==> src/rtl/cache_pkg.sv <==
// Shared types and constants for the set-associative write-back cache.
// The default-geometry widths here are for reference; modules derive their own from parameters.
package cache_pkg;

  typedef enum logic [1:0] {
    IDLE = 2'd0,
    WB   = 2'd1,
    FILL = 2'd2,
    RESP = 2'd3
  } state_t;

  // Tags are stored zero-extended to a fixed width so one struct serves any geometry.
  localparam int TAG_MAX_W = 32;

  function automatic int clog2_min1(input int n);
    return (n <= 2) ? 1 : $clog2(n);
  endfunction

  localparam int DEF_ADDR_W = 16;
  localparam int DEF_SETS   = 8;
  localparam int DEF_WAYS   = 2;
  localparam int INDEX_W    = $clog2(DEF_SETS);
  localparam int TAG_W      = DEF_ADDR_W - INDEX_W;
  localparam int PTR_W      = clog2_min1(DEF_WAYS);

  typedef struct packed {
    logic                 valid;
    logic                 dirty;
    logic [TAG_MAX_W-1:0] tag;
  } line_meta_t;

endpackage

==> src/rtl/cache_tag_match.sv <==
// Combinational tag compare across all ways of one set; lowest-index way wins
// for both the hit and the first-invalid search.
module cache_tag_match
  import cache_pkg::*;
#(
  parameter int WAYS  = 2,
  parameter int WAY_W = 1
) (
  input  logic [WAYS-1:0]           valid,
  input  logic [WAYS*TAG_MAX_W-1:0] tags,
  input  logic [TAG_MAX_W-1:0]      tag,
  output logic                      hit,
  output logic [WAY_W-1:0]          hit_way,
  output logic [WAY_W-1:0]          first_invalid_way,
  output logic                      any_invalid
);

  logic [WAYS-1:0] match;

  for (genvar gi = 0; gi < WAYS; gi++) begin : g_cmp
    assign match[gi] = valid[gi] && (tags[gi*TAG_MAX_W +: TAG_MAX_W] == tag);
  end

  always_comb begin
    hit               = 1'b0;
    hit_way           = '0;
    first_invalid_way = '0;
    any_invalid       = 1'b0;
    // Descending scan so the lowest matching index is the one left standing.
    for (int i = WAYS - 1; i >= 0; i--) begin
      if (match[i]) begin
        hit     = 1'b1;
        hit_way = WAY_W'(i);
      end
      if (!valid[i]) begin
        any_invalid       = 1'b1;
        first_invalid_way = WAY_W'(i);
      end
    end
  end

endmodule

==> src/rtl/cache_assoc.sv <==
// N-way set-associative write-back / write-allocate cache, one word per line,
// round-robin victims per set. Optional hit/miss counters under CACHE_STATS_EN.
module cache_assoc
  import cache_pkg::*;
#(
  parameter int ADDR_W = 16,
  parameter int DATA_W = 16,
  parameter int SETS   = 8,
  parameter int WAYS   = 2
) (
  input  logic              clk,
  input  logic              rst,
  input  logic              r1e,
  input  logic [ADDR_W-1:0] read1,
  input  logic              w1e,
  input  logic [ADDR_W-1:0] write1,
  input  logic [DATA_W-1:0] writedata,
  output logic [DATA_W-1:0] readout1,
  output logic              readHit,
  output logic              resp_valid,
  output logic              busy,
  output logic              mem_req,
  output logic              mem_we,
  output logic [ADDR_W-1:0] mem_addr,
  output logic [DATA_W-1:0] mem_wdata,
  input  logic              mem_ack,
  input  logic [DATA_W-1:0] mem_rdata
`ifdef CACHE_STATS_EN
  ,
  output logic [31:0]       hit_count,
  output logic [31:0]       miss_count
`endif
);

  localparam int IDX_W  = $clog2(SETS);
  localparam int TG_W   = ADDR_W - IDX_W;
  localparam int WAY_W  = clog2_min1(WAYS);
  localparam int LINES  = SETS * WAYS;
  localparam int LINE_W = $clog2(LINES);

  function automatic logic [LINE_W-1:0] line_of(input logic [IDX_W-1:0] idx, input int way);
    return LINE_W'(int'(idx) * WAYS + way);
  endfunction

  line_meta_t        meta     [LINES];
  logic [DATA_W-1:0] data_mem [LINES];
  logic [WAY_W-1:0]  ptr      [SETS];

  state_t            state_reg, state_next;
  logic [ADDR_W-1:0] req_addr_reg;
  logic [DATA_W-1:0] req_data_reg;
  logic              req_we_reg;
  logic [WAY_W-1:0]  victim_reg;
  logic              victim_ptr_reg;

  // Incoming request: a write always wins over a simultaneous read.
  logic              accept;
  logic [ADDR_W-1:0] cur_addr;
  logic [IDX_W-1:0]  cur_idx;
  logic [TAG_MAX_W-1:0] cur_tag;

  assign accept   = (state_reg == IDLE) && (r1e || w1e);
  assign cur_addr = w1e ? write1 : read1;
  assign cur_idx  = cur_addr[IDX_W-1:0];
  assign cur_tag  = TAG_MAX_W'(cur_addr[ADDR_W-1:IDX_W]);

  logic [WAYS-1:0]           set_valid;
  logic [WAYS*TAG_MAX_W-1:0] set_tags;

  for (genvar gi = 0; gi < WAYS; gi++) begin : g_set
    assign set_valid[gi]                         = meta[line_of(cur_idx, gi)].valid;
    assign set_tags[gi*TAG_MAX_W +: TAG_MAX_W]   = meta[line_of(cur_idx, gi)].tag;
  end

  logic             hit;
  logic [WAY_W-1:0] hit_way;
  logic [WAY_W-1:0] first_invalid_way;
  logic             any_invalid;

  cache_tag_match #(
    .WAYS  (WAYS),
    .WAY_W (WAY_W)
  ) u_match (
    .valid             (set_valid),
    .tags              (set_tags),
    .tag               (cur_tag),
    .hit               (hit),
    .hit_way           (hit_way),
    .first_invalid_way (first_invalid_way),
    .any_invalid       (any_invalid)
  );

  logic [WAY_W-1:0]  victim_way;
  logic [LINE_W-1:0] victim_line;
  logic [LINE_W-1:0] hit_line;
  logic              victim_dirty;

  assign victim_way   = any_invalid ? first_invalid_way : ptr[cur_idx];
  assign victim_line  = line_of(cur_idx, int'(victim_way));
  assign hit_line     = line_of(cur_idx, int'(hit_way));
  assign victim_dirty = meta[victim_line].valid && meta[victim_line].dirty;

  // Latched miss context used by WB and FILL.
  logic [IDX_W-1:0]     req_idx;
  logic [TAG_MAX_W-1:0] req_tag;
  logic [LINE_W-1:0]    req_line;

  assign req_idx  = req_addr_reg[IDX_W-1:0];
  assign req_tag  = TAG_MAX_W'(req_addr_reg[ADDR_W-1:IDX_W]);
  assign req_line = line_of(req_idx, int'(victim_reg));

  logic fill_done;
  assign fill_done = (state_reg == FILL) && mem_ack;

  always_comb begin
    state_next = state_reg;
    case (state_reg)
      IDLE:    if (accept && !hit) state_next = victim_dirty ? WB : FILL;
      WB:      if (mem_ack) state_next = FILL;
      FILL:    if (mem_ack) state_next = RESP;
      RESP:    state_next = IDLE;
      default: state_next = IDLE;
    endcase
  end

  always_ff @(posedge clk or posedge rst) begin
    if (rst) begin
      state_reg      <= IDLE;
      req_addr_reg   <= '0;
      req_data_reg   <= '0;
      req_we_reg     <= 1'b0;
      victim_reg     <= '0;
      victim_ptr_reg <= 1'b0;
      readout1       <= '0;
      readHit        <= 1'b0;
      resp_valid     <= 1'b0;
    end else begin
      state_reg  <= state_next;
      resp_valid <= 1'b0;
      readHit    <= 1'b0;
      if (accept) begin
        req_addr_reg   <= cur_addr;
        req_data_reg   <= writedata;
        req_we_reg     <= w1e;
        victim_reg     <= victim_way;
        victim_ptr_reg <= !any_invalid;
        if (hit) begin
          resp_valid <= 1'b1;
          readHit    <= 1'b1;
          if (!w1e) readout1 <= data_mem[hit_line];
        end
      end
      if (fill_done) begin
        resp_valid <= 1'b1;
        if (!req_we_reg) readout1 <= mem_rdata;
      end
    end
  end

  always_ff @(posedge clk or posedge rst) begin
    if (rst) begin
      for (int i = 0; i < LINES; i++) meta[i] <= '0;
      for (int s = 0; s < SETS; s++) ptr[s] <= '0;
    end else begin
      if (accept && w1e && hit) begin
        meta[hit_line].dirty <= 1'b1;
      end
      if (fill_done) begin
        meta[req_line] <= '{valid: 1'b1, dirty: req_we_reg, tag: req_tag};
        if (victim_ptr_reg) begin
          ptr[req_idx] <= (ptr[req_idx] == WAY_W'(WAYS - 1)) ? '0 : ptr[req_idx] + 1'b1;
        end
      end
    end
  end

  // Data array carries no reset; validity lives in the metadata.
  always_ff @(posedge clk) begin
    if (accept && w1e && hit) begin
      data_mem[hit_line] <= writedata;
    end else if (fill_done) begin
      data_mem[req_line] <= req_we_reg ? req_data_reg : mem_rdata;
    end
  end

  assign busy      = (state_reg != IDLE);
  assign mem_req   = (state_reg == WB) || (state_reg == FILL);
  assign mem_we    = (state_reg == WB);
  assign mem_addr  = (state_reg == WB)   ? {meta[req_line].tag[TG_W-1:0], req_idx} :
                     (state_reg == FILL) ? req_addr_reg : '0;
  assign mem_wdata = (state_reg == WB) ? data_mem[req_line] : '0;

`ifdef CACHE_STATS_EN
  always_ff @(posedge clk or posedge rst) begin
    if (rst) begin
      hit_count  <= '0;
      miss_count <= '0;
    end else if (accept) begin
      if (hit) begin
        if (hit_count != 32'hFFFF_FFFF) hit_count <= hit_count + 32'd1;
      end else begin
        if (miss_count != 32'hFFFF_FFFF) miss_count <= miss_count + 32'd1;
      end
    end
  end
`endif

endmodule
==> config.mk <==
export PLATFORM = sky130hd
export DESIGN_NAME = cache_assoc
export DESIGN_NICKNAME = d
export VERILOG_FILES = /design/src/rtl/cache_pkg.sv /design/src/rtl/cache_tag_match.sv /design/src/rtl/cache_assoc.sv
export SDC_FILE = /design/constraint.sdc
export NUM_CORES = 1
export LEC_CHECK = 0
export CAP_MARGIN = 0
export CELL_PAD_IN_SITES_DETAIL_PLACEMENT = 1
export CELL_PAD_IN_SITES_GLOBAL_PLACEMENT = 1
export CORE_MARGIN = 5
export CORE_UTILIZATION = 51
export DETAILED_ROUTE_END_ITERATION = 6
export PLACE_DENSITY = 0.92
export SLEW_MARGIN = 15
export SYNTH_ARGS = -nofsm -noshare
export SYNTH_HDL_FRONTEND = slang
export SYNTH_HIERARCHICAL = 1
export SYNTH_SLANG_ARGS = --single-unit
==> constraint.sdc <==
create_clock -name clk -period 13.7 [get_ports clk]
set_input_delay 2.055 -clock clk [delete_from_list [all_inputs] [get_ports clk]]
set_output_delay 2.055 -clock clk [all_outputs]
set_load 0.02 [all_outputs]
==> results.txt, run 1 <==
outcome -> complete, no violations
TritonCTS clock tree -> done
Max clock buf depth -> 3
hpwl dp -> 61000 µm
overall power -> 6.62 mW
worst hold path type -> reg2reg
Slew @ Worst Pin -> 1.29 ns
DRT antenna net count -> 0
CTS Sinks -> 559
first-pass GRT wire length -> 153000 µm
setup TNS -> 0 ns
Final min period -> 9.25 ns
Num CTS Buffers -> 59
Die Wd -> 246 µm
Worst Skew -> 0.0313 ns
DRT Pass-1 Iters -> 6
WP data arrival -> 9.50 ns
area grow syn2layout -> 15.4%
Largest Register -> data_mem
final hold viol count -> 0
Clk Latency, worst-skew pair -> 0.66 ns
core area -> 55200 µm²
fin crit share -> 0.675
Setup CP Type -> in2reg
Synth Register Bits -> 559
RSZ-0062 raised after global routing -> no
PwrDens -> 201 nW/µm²
Vias/cell -> 6.90
max-cap violation count -> 0
# H-tree levels -> 2
post-synthesis instance area -> 28500 µm²
GR Util All Layers -> 0.337
DR WL/cell -> 33.3 µm
post-CTS setup buffers -> 0
DIE AREA -> 60700 µm²
Routed WL -> 103000 µm
Pins Over Slew Limit -> 0
die height -> 246 µm
share of cells above drive strength 1 -> 0.278
Area contributors post-synth -> edfxtp_1, dfrtp_1, mux4_2
Starting DRT DRC Count -> 2463
fmax -> 108 MHz
DRC violation count after routing -> 0
post-cts resize count -> 0
initial antenna violation count -> 3
Post-CTS Hold Buffers -> 0
Yosys top cell by area -> edfxtp_1
worst ir drop on vdd -> 0.151 mV
top_reg_cell synth -> dfrtp_1
vias in the first global route -> 23569
max_slew headroom -> 0.137
largest net degree at the start of global routing -> 136
final setup violation count -> 0
crit path launch type -> primary input
Synth async-reset ratio -> 0.542
total grt overflow -> 0
Final nets -> 2379
gpl congestion -> 0.871
YS warnings -> 6
Port Buffer Count -> 121
Root Driver -> clkbuf_16
Crit Path Max Fanout -> 74
Syn Inst Count -> 2156
Starting Density -> 0.516
Post-synth EDFFs -> 256
Syn Area/Cell -> 13.2 µm²
cell row count -> 86
top flop regs -> data_mem x256, meta x240
Synth top area share -> 0.270
I/O pin count -> 122
LEAKAGE -> 12.7 nW
Crit path required time -> 13.95 ns
clk slew on worst S/H paths -> 0.06 ns
routed vias -> 21427
Crit. End Element -> flop
max reg flops -> 256
register area share after synthesis -> 0.536
Distinct cells, synth -> 48
-- final cells by class --
| type | instances | area [µm²] |
|---|---|---|
| multi-input cells | 1501 | 13000 |
| well taps | 748 | 936 |
| clock inverters | 23 | 284 |
| fillers | 5314 | 22300 |
| flip-flops and latches | 559 | 15300 |
| inverters | 6 | 30.0 |
| repair buffers | 179 | 1640 |
| diodes | 1 | 2.50 |
| clock buffers | 87 | 1740 |
-- layer usage --
metal	global-route usage	vias up	wire length (µm)
li1	-	8264	-
met1	0.404	10955	35300
met2	0.558	1704	50500
met3	0.0823	504	10500
met4	0.198	0	7050
met5	0	-	0
-- through the flow --
step	instances	instance area [µm²]	setup WS [ns]	hold WS (ns)	utilization
2_1_floorplan	2231	28800	3.27	0.429	-
3_3_place_gp	2992	30800	4.46	0.446	0.558
3_5_place_dp	2992	30800	4.00	0.456	0.558
4_1_cts	3102	32800	4.58	0.476	0.595
5_1_grt	3103	32900	4.20	0.483	0.596
6_report	3104	32900	4.45	0.474	0.596
-- where the power goes --
group	switching, mW	internal [mW]
clock	0.731	0.962
combinational	1.29	1.03
sequential	0.419	2.18
total	2.44	4.18
-- path summary, 6_finish.rpt --
| check | from | to | depth (start not counted) | slack, ns |
|---|---|---|---|---|
| setup reg to reg | meta[351]$_DFFE_PP0P_ | data_mem[9][8]$_DFFE_PP_ | 12 | 7.58 |
| max in group asynchronous | rst | req_addr_reg[0]$_DFFE_PP0N_ | 4 | 9.30 |
| min in group asynchronous | rst | meta[275]$_DFFE_PP0P_ | 2 | 2.01 |
| hold reg to reg | meta[509]$_DFFE_PP0P_ | meta[509]$_DFFE_PP0P_ | 1 | 0.47 |
| hold / removal | meta[509]$_DFFE_PP0P_ | meta[509]$_DFFE_PP0P_ | 1 | 0.47 |
| setup / recovery | w1e | data_mem[9][8]$_DFFE_PP_ | 16 | 4.45 |
-- placed cells by master, fill, tap and decap left out, types with 29 or more instances in the layout --
cell type,count
buf_4,58
xnor2_1,33
o21ai_0,57
nor2_1,30
or4_1,29
xor2_1,31
mux2i_1,33
mux4_2,213
mux2_2,226
a21oi_1,155
clkdlybuf4s50_1,120
edfxtp_1,256
dfrtp_1,298
conb_1,76
clkbuf_16,60
nand2_1,433
-- cells in the mapped netlist (9+ instances only) --
master and number:
nand3_1 10, a21o_1 11, xnor2_1 33, nand2_1 433, mux2i_1 33, buf_1 38
nand2b_1 9, o21ai_0 63, o22ai_1 19, clkbuf_1 92, edfxtp_1 256, mux4_2 213
a21oi_1 155, nor2_1 56, or4_1 29, mux2_2 226, a221oi_1 11, a31oi_1 14
or2_2 10, buf_2 30, xor2_1 31, dfrtp_1 303, and2_1 19
-- cells by family (layout without fill, tap and decap cells) --
logic type	after synthesis	in the layout	share of synthesized area
DFF	559	559	0.536
xor gates and xnor gates	64	64	0.0197
muxes	478	478	0.273
adders and majority gates	4	4	0.00176
other	1	77	0.000132
and+or+nand+nor	595	595	0.0890
buffers and inverters	171	295	0.0249
AOI/OAI and AO/OA	284	284	0.0558
-- critical path, stage by stage --
cell and delay [ns]:
buf_2 0.75, mux2i_4 0.36, buf_4 0.51, buf_4 0.82, nand2_1 0.15, a21oi_1 0.18, or4_1 0.18, xnor2_1 0.27
nand4_1 0.15, nor4_1 0.54, nand3_1 0.25, nor2_4 0.15, buf_4 0.49, buf_4 0.83, a31oi_1 0.51, nor2_2 1.10
Note: power is estimated with default switching activity, not from simulation.
==> run 2, diff against run 1 <==
--- a/config.mk
+++ b/config.mk
@@ -9,9 +9,9 @@
 export CELL_PAD_IN_SITES_DETAIL_PLACEMENT = 1
 export CELL_PAD_IN_SITES_GLOBAL_PLACEMENT = 1
 export CORE_MARGIN = 5
-export CORE_UTILIZATION = 51
+export CORE_UTILIZATION = 46
 export DETAILED_ROUTE_END_ITERATION = 6
-export PLACE_DENSITY = 0.92
+export PLACE_DENSITY = 0.88
 export SLEW_MARGIN = 15
 export SYNTH_ARGS = -nofsm -noshare
 export SYNTH_HDL_FRONTEND = slang
==> constraint.sdc (replaced) <==
create_clock -name clk -period 7.45 [get_ports clk]
set_input_delay 1.1175 -clock clk [delete_from_list [all_inputs] [get_ports clk]]
set_output_delay 1.1175 -clock clk [all_outputs]
set_load 0.02 [all_outputs]
==> run 2 against run 1 <==
Utilization decreased by 5.7 points. Clock-buffer cell count is 10 lower. Flip-flop and latch count stayed put. Die area grew 10%. Routed wire length increased by 0.14%. Clock skew is 0.013 ns higher. Non-clock buffer count up 35. First-iteration DRC count rose by 4.7%. Critical path type unchanged.
==> results.txt, run 2 (same netlist as run 1, synthesis figures left out) <==
routed vias -> 21380
final setup violation count -> 0
final instance count without filler cells -> 3180
Worst Skew -> 0.0447 ns
Slew @ Worst Pin -> 1.26 ns
post-CTS setup buffers -> 0
met3 routed WL -> 9920 µm
worst ir drop on vdd -> 0.223 mV
Starting DRT DRC Count -> 2578
Crit path required time -> 7.81 ns
Die Wd -> 259 µm
final hold viol count -> 0
core area -> 61500 µm²
Crit Path Max Fanout -> 67
Routed met2 length -> 49900 µm
reg2reg path depth -> 16
# diodes -> 0
fmax -> 157 MHz
Root Driver -> clkbuf_16
hpwl dp -> 62200 µm
Port Buffer Count -> 121
Net Switching -> 4.44 mW
Filler cells -> 6078
Routed WL -> 103000 µm
Sw Share -> 0.369
Setup CP Type -> in2reg
total grt overflow -> 0
internal power -> 7.59 mW
vias in the first global route -> 23332
hold depth -> 1
fin crit share -> 0.853
Max clock buf depth -> 3
max-cap violation count -> 0
commonest non-fill, non-tap cell in the layout -> nand2_1
gpl congestion -> 0.878
GR Util All Layers -> 0.305
Crit. End Element -> flop
DRT Pass-1 Iters -> 6
CTS Sinks -> 559
max reg flops -> 256
initial antenna violation count -> 2
max_slew headroom -> 0.157
Vias/cell -> 6.72
outcome -> complete, no violations
WL met1 -> 35700 µm
setup TNS -> 0 ns
Final min period -> 6.36 ns
Pins Over Slew Limit -> 0
post-layout util -> 0.539
highest metal used -> met4
cell row count -> 91
top flop regs -> data_mem x256, meta x240
DRC violation count after routing -> 0
DR WL/cell -> 32.5 µm
register area -> 15300 µm²
DP Cell Count -> 3070
Num CTS Buffers -> 59
worst hold path type -> reg2reg
clock power share -> 0.248
area of the multi-input gates -> 12900 µm²
first-pass GRT wire length -> 153000 µm
Clk Latency, worst-skew pair -> 0.66 ns
die height -> 259 µm
TritonCTS clock tree -> done
I/O pin count -> 122
Starting Density -> 0.463
RSZ-0062 raised after global routing -> no
largest net degree at the start of global routing -> 78
Largest Register -> data_mem
crit path launch type -> primary input
Post-CTS Hold Buffers -> 0
share of cells above drive strength 1 -> 0.286
LEAKAGE -> 12.9 nW
DRT antenna net count -> 0
clk slew on worst S/H paths -> 0.06 ns
combinational power share -> 0.353
Final nets -> 2414
# H-tree levels -> 2
PwrDens -> 363 nW/µm²
sequential share of power -> 0.400
area grow syn2layout -> 16.3%
commonest non-fill, non-tap cells in the layout -> nand2_1, dfrtp_1, edfxtp_1
DIE AREA -> 67000 µm²
post-cts resize count -> 0
WHS -> 0.473 ns
overall power -> 12.0 mW
WP data arrival -> 6.72 ns
[run 2: cell count changes in the layout (fill, tap and decap cells not counted), sizes merged]
cell      change
clkinvlp      +5
buf          +35
clkbuf       -10
clkinv        +6
inv           -1
diode         -1
[run 2: metrics by stage]
stage | worst slack, ns | instance area (µm²)
floorplan | 1.49 | 28800
global placement | 1.06 | 31200
global route | 0.897 | 33100
finish | 1.09 | 33100
detailed placement | 0.710 | 31200
CTS | 1.31 | 33100
[run 2: power groups by stage]
stage          clock [mW]  sequential (mW)  combinational, mW
2_1_floorplan           0             4.43               2.81
3_3_place_gp            0             4.71               3.86
3_5_place_dp            0             4.80               4.08
4_1_cts              3.00             4.78               4.18
5_1_grt              3.14             4.87               4.42
6_report             2.98             4.80               4.24
[run 2: final cells by class]
class	instances	share of cell area
sequential	559	0.461
multi-input combinational	1501	0.390
timing repair buffer	214	0.0609
clock buffer	77	0.0484
tap	790	0.0298
clock inverter	33	0.00868
inverter	6	0.000793
[run 2: worst paths after layout]
| path | start | end | slack (ns) |
|---|---|---|---|
| min in group asynchronous | rst | meta[309]$_DFFE_PP0P_ | 0.83 |
| worst min-delay path | meta[373]$_DFFE_PP0P_ | meta[373]$_DFFE_PP0P_ | 0.47 |
| worst min register to register | meta[373]$_DFFE_PP0P_ | meta[373]$_DFFE_PP0P_ | 0.47 |
| worst max-delay path | read1[0] | data_mem[1][4]$_DFFE_PP_ | 1.09 |
| worst max register to register | meta[311]$_DFFE_PP0P_ | data_mem[1][4]$_DFFE_PP_ | 2.57 |
| max in group asynchronous | rst | victim_reg$_DFFE_PP0N_ | 4.66 |
[run 2: critical path: stages]
cell             delay (ns)
clkdlybuf4s50_1        0.47
mux2_8                 0.50
buf_4                  0.36
nand2_1                0.10
a21oi_1                0.08
or4_1                  0.54
xor2_1                 0.19
nor4_1                 0.37
nand4_1                0.20
nor4_2                 0.52
a31o_1                 0.21
nand3_1                0.40
nand2_1                0.25
buf_4                  0.32
nor2_1                 0.08
a31oi_1                0.45
nor2_1                 0.17
buf_4                  0.27
[run 2: metal layers]
metal  track usage  vias up
li1              -     8328
met1         0.372    10949
met2         0.501     1569
met3        0.0598      534
met4         0.190        0
met5             0        -
